File: src/rtl/dmem_arb_pkg.sv
// Shared definitions for the data-memory arbiter.
// Holds the sequencer state encoding and the requester ids.
package dmem_arb_pkg;

   typedef enum logic [1:0] {
      IDLE   = 2'd0,
      ACCESS = 2'd1,
      RESP   = 2'd2
   } arb_state_e;

   localparam logic REQ_CPU = 1'b0;
   localparam logic REQ_AUX = 1'b1;

endpackage

File: src/rtl/rr_arbiter2.sv
// Combinational two-way round-robin pick.
// On a tie the port that did not win last time is chosen.
module rr_arbiter2
   import dmem_arb_pkg::*;
(
   input  logic [1:0] req,
   input  logic       last_grant,
   output logic       grant_valid,
   output logic       grant_id
);

   always_comb begin
      grant_valid = |req;
      grant_id    = REQ_CPU;
      if (req == 2'b11) begin
         grant_id = ~last_grant;
      end else if (req[1]) begin
         grant_id = REQ_AUX;
      end
   end

endmodule

File: src/rtl/dmem_arbiter.sv
// Two-port sequencer in front of the single-port data memory: one access
// every three cycles (IDLE -> ACCESS -> RESP), with alignment/range rejection.
module dmem_arbiter
   import dmem_arb_pkg::*;
#(
   parameter int ADDR_W    = 32,
   parameter int DATA_W    = 32,
   parameter int MEM_BYTES = 1024
) (
   input  logic              clk,
   input  logic              reset,
   input  logic              p0_req,
   input  logic              p0_we,
   input  logic [ADDR_W-1:0] p0_addr,
   input  logic [DATA_W-1:0] p0_wdata,
   output logic              p0_gnt,
   output logic              p0_done,
   output logic              p0_err,
   output logic [DATA_W-1:0] p0_rdata,
   input  logic              p1_req,
   input  logic              p1_we,
   input  logic [ADDR_W-1:0] p1_addr,
   input  logic [DATA_W-1:0] p1_wdata,
   output logic              p1_gnt,
   output logic              p1_done,
   output logic              p1_err,
   output logic [DATA_W-1:0] p1_rdata,
   output logic              MemWrite,
   output logic              MemRead,
   output logic [ADDR_W-1:0] Address,
   output logic [DATA_W-1:0] writeData,
   input  logic [DATA_W-1:0] readData,
   output logic              busy
);

   localparam logic [ADDR_W-1:0] MEM_LIMIT = ADDR_W'(MEM_BYTES);

   arb_state_e        state_q, state_d;
   logic              last_grant_q, last_grant_d;
   logic              id_q, id_d;
   logic              we_q, we_d;
   logic              bad_q, bad_d;
   logic [ADDR_W-1:0] addr_q, addr_d;
   logic [DATA_W-1:0] wdata_q, wdata_d;
   logic [DATA_W-1:0] p0_rdata_q, p0_rdata_d;
   logic [DATA_W-1:0] p1_rdata_q, p1_rdata_d;

   logic              grant_valid;
   logic              grant_id;
   logic              win_we;
   logic [ADDR_W-1:0] win_addr;
   logic [DATA_W-1:0] win_wdata;
   logic [DATA_W-1:0] rd_val;

   rr_arbiter2 u_rr (
      .req         ({p1_req, p0_req}),
      .last_grant  (last_grant_q),
      .grant_valid (grant_valid),
      .grant_id    (grant_id)
   );

   assign win_we    = (grant_id == REQ_AUX) ? p1_we    : p0_we;
   assign win_addr  = (grant_id == REQ_AUX) ? p1_addr  : p0_addr;
   assign win_wdata = (grant_id == REQ_AUX) ? p1_wdata : p0_wdata;
   assign rd_val    = (!we_q && !bad_q) ? readData : '0;

   always_comb begin
      state_d      = state_q;
      last_grant_d = last_grant_q;
      id_d         = id_q;
      we_d         = we_q;
      bad_d        = bad_q;
      addr_d       = addr_q;
      wdata_d      = wdata_q;
      p0_rdata_d   = p0_rdata_q;
      p1_rdata_d   = p1_rdata_q;
      case (state_q)
         IDLE: begin
            if (grant_valid) begin
               id_d    = grant_id;
               we_d    = win_we;
               addr_d  = win_addr;
               wdata_d = win_wdata;
               bad_d   = (win_addr[1:0] != 2'b00) || (win_addr >= MEM_LIMIT);
               state_d = ACCESS;
            end
         end
         ACCESS: begin
            // Rejected accesses and writes return zero rather than stale data.
            if (id_q == REQ_AUX) begin
               p1_rdata_d = rd_val;
            end else begin
               p0_rdata_d = rd_val;
            end
            last_grant_d = id_q;
            state_d      = RESP;
         end
         RESP: begin
            p0_rdata_d = '0;
            p1_rdata_d = '0;
            state_d    = IDLE;
         end
         default: begin
            state_d = IDLE;
         end
      endcase
   end

   always_ff @(posedge clk or negedge reset) begin
      if (!reset) begin
         state_q      <= IDLE;
         last_grant_q <= REQ_AUX;
         id_q         <= REQ_CPU;
         we_q         <= 1'b0;
         bad_q        <= 1'b0;
         addr_q       <= '0;
         wdata_q      <= '0;
         p0_rdata_q   <= '0;
         p1_rdata_q   <= '0;
      end else begin
         state_q      <= state_d;
         last_grant_q <= last_grant_d;
         id_q         <= id_d;
         we_q         <= we_d;
         bad_q        <= bad_d;
         addr_q       <= addr_d;
         wdata_q      <= wdata_d;
         p0_rdata_q   <= p0_rdata_d;
         p1_rdata_q   <= p1_rdata_d;
      end
   end

   // Strobes derive only from the async-reset state, so reset kills them at once.
   assign MemWrite  = (state_q == ACCESS) && !bad_q && we_q;
   assign MemRead   = (state_q == ACCESS) && !bad_q && !we_q;
   assign Address   = addr_q;
   assign writeData = wdata_q;
   assign busy      = (state_q != IDLE);

   assign p0_gnt   = (state_q == ACCESS) && (id_q == REQ_CPU);
   assign p1_gnt   = (state_q == ACCESS) && (id_q == REQ_AUX);
   assign p0_done  = (state_q == RESP) && (id_q == REQ_CPU);
   assign p1_done  = (state_q == RESP) && (id_q == REQ_AUX);
   assign p0_err   = p0_done && bad_q;
   assign p1_err   = p1_done && bad_q;
   assign p0_rdata = p0_rdata_q;
   assign p1_rdata = p1_rdata_q;

endmodule
File: config.mk
export PLATFORM = sky130hd
export DESIGN_NAME = dmem_arbiter
export DESIGN_NICKNAME = d
export VERILOG_FILES = /design/src/rtl/dmem_arb_pkg.sv /design/src/rtl/rr_arbiter2.sv /design/src/rtl/dmem_arbiter.sv
export SDC_FILE = /design/constraint.sdc
export NUM_CORES = 1
export LEC_CHECK = 0
export BUFFER_PORTS_ARGS = -buffer_cell sky130_fd_sc_hd__buf_2
export CORE_MARGIN = 5
export CORE_UTILIZATION = 46
export CTS_BUF_LIST = sky130_fd_sc_hd__clkbuf_4 sky130_fd_sc_hd__clkbuf_8
export CTS_CLUSTER_SIZE = 24
export DETAILED_ROUTE_END_ITERATION = 16
export GPL_ROUTABILITY_DRIVEN = 0
export PLACE_DENSITY = 0.87
export SYNTH_ARGS = -nofsm -noshare
export SYNTH_HDL_FRONTEND = slang
export SYNTH_HIERARCHICAL = 1
export SYNTH_SLANG_ARGS = --single-unit
File: constraint.sdc
create_clock -name clk -period 1.8 [get_ports clk]
set_input_delay 0.45 -clock clk [delete_from_list [all_inputs] [get_ports clk]]
set_output_delay 0.45 -clock clk [all_outputs]
set_load 0.01 [all_outputs]
==> flow_summary.ini <==
[outcome]
status = finished with violations
violations = negative setup slack

[routing]
wl_met1_um = 6900
drt-total-wl_um = 18400
drt_drc_violations_left = 0
via_count = 5147
antenna_left = 0
wl_met3_um = 1520
wl_per_cell_um = 19.0
wl_met2_um = 9550
drt_iter0_drc = 348
firstDrtPassIters = 4
vias_per_cell = 5.32
dr.max_layer_used = met4

[timing]
setup_ws_ns = -0.120
fin_crit_ns = 1.92
max-slew-margin-rel = 0.737
finClkSkew_ns = 0.00536
timing.final.crit_share = 1.07
fmax_ghz = 0.521
setup_viol = 9
holdWs_ns = 0.259
worst_pin_slew_ns = 0.389
finalMaxSlewViolations = 0
hold_violations = 0
rsz0062_at_grt = yes

[clocking]
clock_path_buffers = 2
clk_pin_slew_ns = 0.08
cts_made_buffers = 17
cts_tree = done
clockRootBuffer = clkbuf_8
clkLatencyLatePin_ns = 0.43
cts_num_sinks = 134
cts_max_level = 4

[power_and_ir_drop]
combPwrFrac = 0.387
powerDensity_mw_per_mm2 = 1370
fin_total_pwr_uw = 11000
ir_worst_vdd_mv = 0.863
switching_power_uw = 4100
pwr-share-seq = 0.386
p_sw_frac = 0.372
pwr-share-clk = 0.226
leakagePower_uw = 0.00421
internal-power_uw = 6900

[critical_path]
critPathMaxFanout = 6
worst_ep_required_time_ns = 1.35
end_kind = output pin
cpPeakStageDelay_ns = 0.41
slowest_stage = dfrtp_1
crit_arrival_ns = 1.47
critPathKind = flip-flop to output pin
cp-start-kind = flip-flop
crit_chain = buf_4 > nand2b_1 > nor2_1 > buf_2

[yosys]
ys_ff_latch = 134
async_flop_share = 1.00
synth_top_area_frac = 0.593
ys_types = 36
syn-num-nets = 652
syn_area_mm2 = 0.00562
ys_warn_count = 6
seq_area_frac_synth = 0.597
synth_edf_count = 0
ys_top_cells_by_area = dfrtp_1 (59%), mux2i_1 (12%), a22o_1 (9.2%)
synth_flop_cell = dfrtp_1
syn_inst = 486
synth_largest_area_cell = dfrtp_1
syn_area_per_cell_um2 = 11.6

[final_layout]
layout-drive-gt1-share = 0.473
nets = 973
finalNonFillerCells = 968
area.growth.synth_to_final_pct = 42.7

[global_route]
grt_pass1_wl_um = 28300
grt_start_max_net_pins = 62
antenna_found_initial = 1
grt_pass1_vias = 5349
grt_usage = 0.253
grt-ovfl-total = 0

[floorplan]
die_h_um = 120
ios = 303
core_area_mm2 = 0.0120
start_util = 0.468
dieArea_mm2 = 0.0145
rows = 40
chipWidth_um = 120

[placement]
hpwl_um = 13900
place_inst = 926
port_buffers = 302

[worst_hold_path]
min_path_type = input pin to flip-flop

[run]
maxCapViolations = 0
==> kinds of logic (layout without fill, tap and decap cells) <==
kind of cell / after synthesis / after routing / synth area share
compound gates: 136 / 136 / 0.164
flops: 134 / 134 / 0.597
simple gates: 114 / 114 / 0.0929
mux: 65 / 65 / 0.116
buf+inv: 37 / 371 / 0.0303
other cells: 0 / 1 / 0
==> cell usage in the layout (no fill, tap or decap), types with 2 or more instances in the layout <==
master        n
clkinvlp_4    6
clkbuf_4      2
dfrtp_1     132
nand2_1       8
nand4_1       4
a22o_1       59
clkinv_2      2
buf_2       299
nor2_1       72
buf_4        25
clkbuf_8     19
nor2_2        3
nor4_1        8
a21oi_1      65
nor3b_2       2
buf_6         3
nor3_1        4
bufinv_16     2
nor3_4        2
buf_12        9
mux2i_1      65
o21ai_0       5
==> flip-flops by register name (all words and copies together), names as in the netlist <==
name          flops
we_q              1
p1_rdata         32
last_grant_q      1
state_q           2
id_q              1
writeData        32
p0_rdata         32
bad_q             1
Address          32
==> metal layers <==
layer,GRT usage,vias up
met5,0,-
met4,0.101,0
met3,0.0678,30
met2,0.438,270
met1,0.299,2439
li1,-,2408
==> synth_stat cells, types with 2 or more instances <==
cell	instances
nor3b_1	2
nand4_1	4
a22o_1	59
a21oi_1	65
nor2_1	75
mux2i_1	65
dfrtp_1	133
nor4_1	9
nor3_2	2
o21ai_0	5
nor3_1	4
nand2_1	9
clkbuf_1	16
buf_2	16
==> repair_timing <==
| action | 4_1_cts | 5_1_grt |
|---|---|---|
| pin swaps | 2 | 1 |
| buffers inserted | 8 | 0 |
| hold buffers | 1 | 0 |
| gates resized for setup | 8 | 5 |
| endpoints found under the setup margin | 9 | 10 |
| endpoints found under the hold margin | 33 | 0 |
==> power groups by stage <==
stage               registers (uW)  clock network (uW)  logic (uW)
detailed placement            4270                   0        4110
global route                  4340                2710        4650
global placement              4260                   0        3990
finish                        4250                2490        4260
floorplan                     4580                   0        1800
CTS                           4240                2570        4270
==> stage by stage <==
| step | utilization | instance area [um^2] | TNS [ns] | setup slack, ns |
|---|---|---|---|---|
| after floorplan | - | 5620 | 0 | 0.151 |
| final | 0.667 | 8010 | -0.732 | -0.120 |
| after global routing | 0.667 | 8010 | -1.51 | -0.212 |
| after detailed placement | 0.624 | 7490 | -0.419 | -0.0415 |
| after CTS | 0.666 | 7990 | -0.910 | -0.126 |
| after global placement | 0.624 | 7490 | -0.00669 | -0.00669 |
==> critical path, delay by kind of cell (launching register included) <==
kind	cells	cell delay (ns)
buffers and inverters	2	0.33
AND/OR/NAND/NOR	2	0.29
flip-flops	1	0.41
==> layout make-up <==
type                    count  area [um^2]
clock inverters            11          125
fillers                   909         4000
multi-input cells         315         2150
clock buffers              21          277
inverters                   2         11.3
diodes                      1         2.50
well taps                 147          184
flip-flops and latches    134         3360
repair buffers            337         1910
==> path summary, 6_finish.rpt <==
path / to / depth (start not counted) / slack, ns / startpoint
worst min register to register: p1_rdata[26] / 2 / 0.49 / p1_rdata[26]
max in group asynchronous: p1_rdata[6] / 3 / 0.70 / reset
worst min-delay path: p0_rdata[1] / 2 / 0.26 / readData[1]
min in group asynchronous: Address[21] / 2 / 0.49 / reset
worst max register to register: p0_rdata[2] / 7 / 0.10 / state_q[0]
worst max-delay path: p0_done / 4 / -0.12 / state_q[0]
Note: power is estimated with default switching activity, not from simulation.
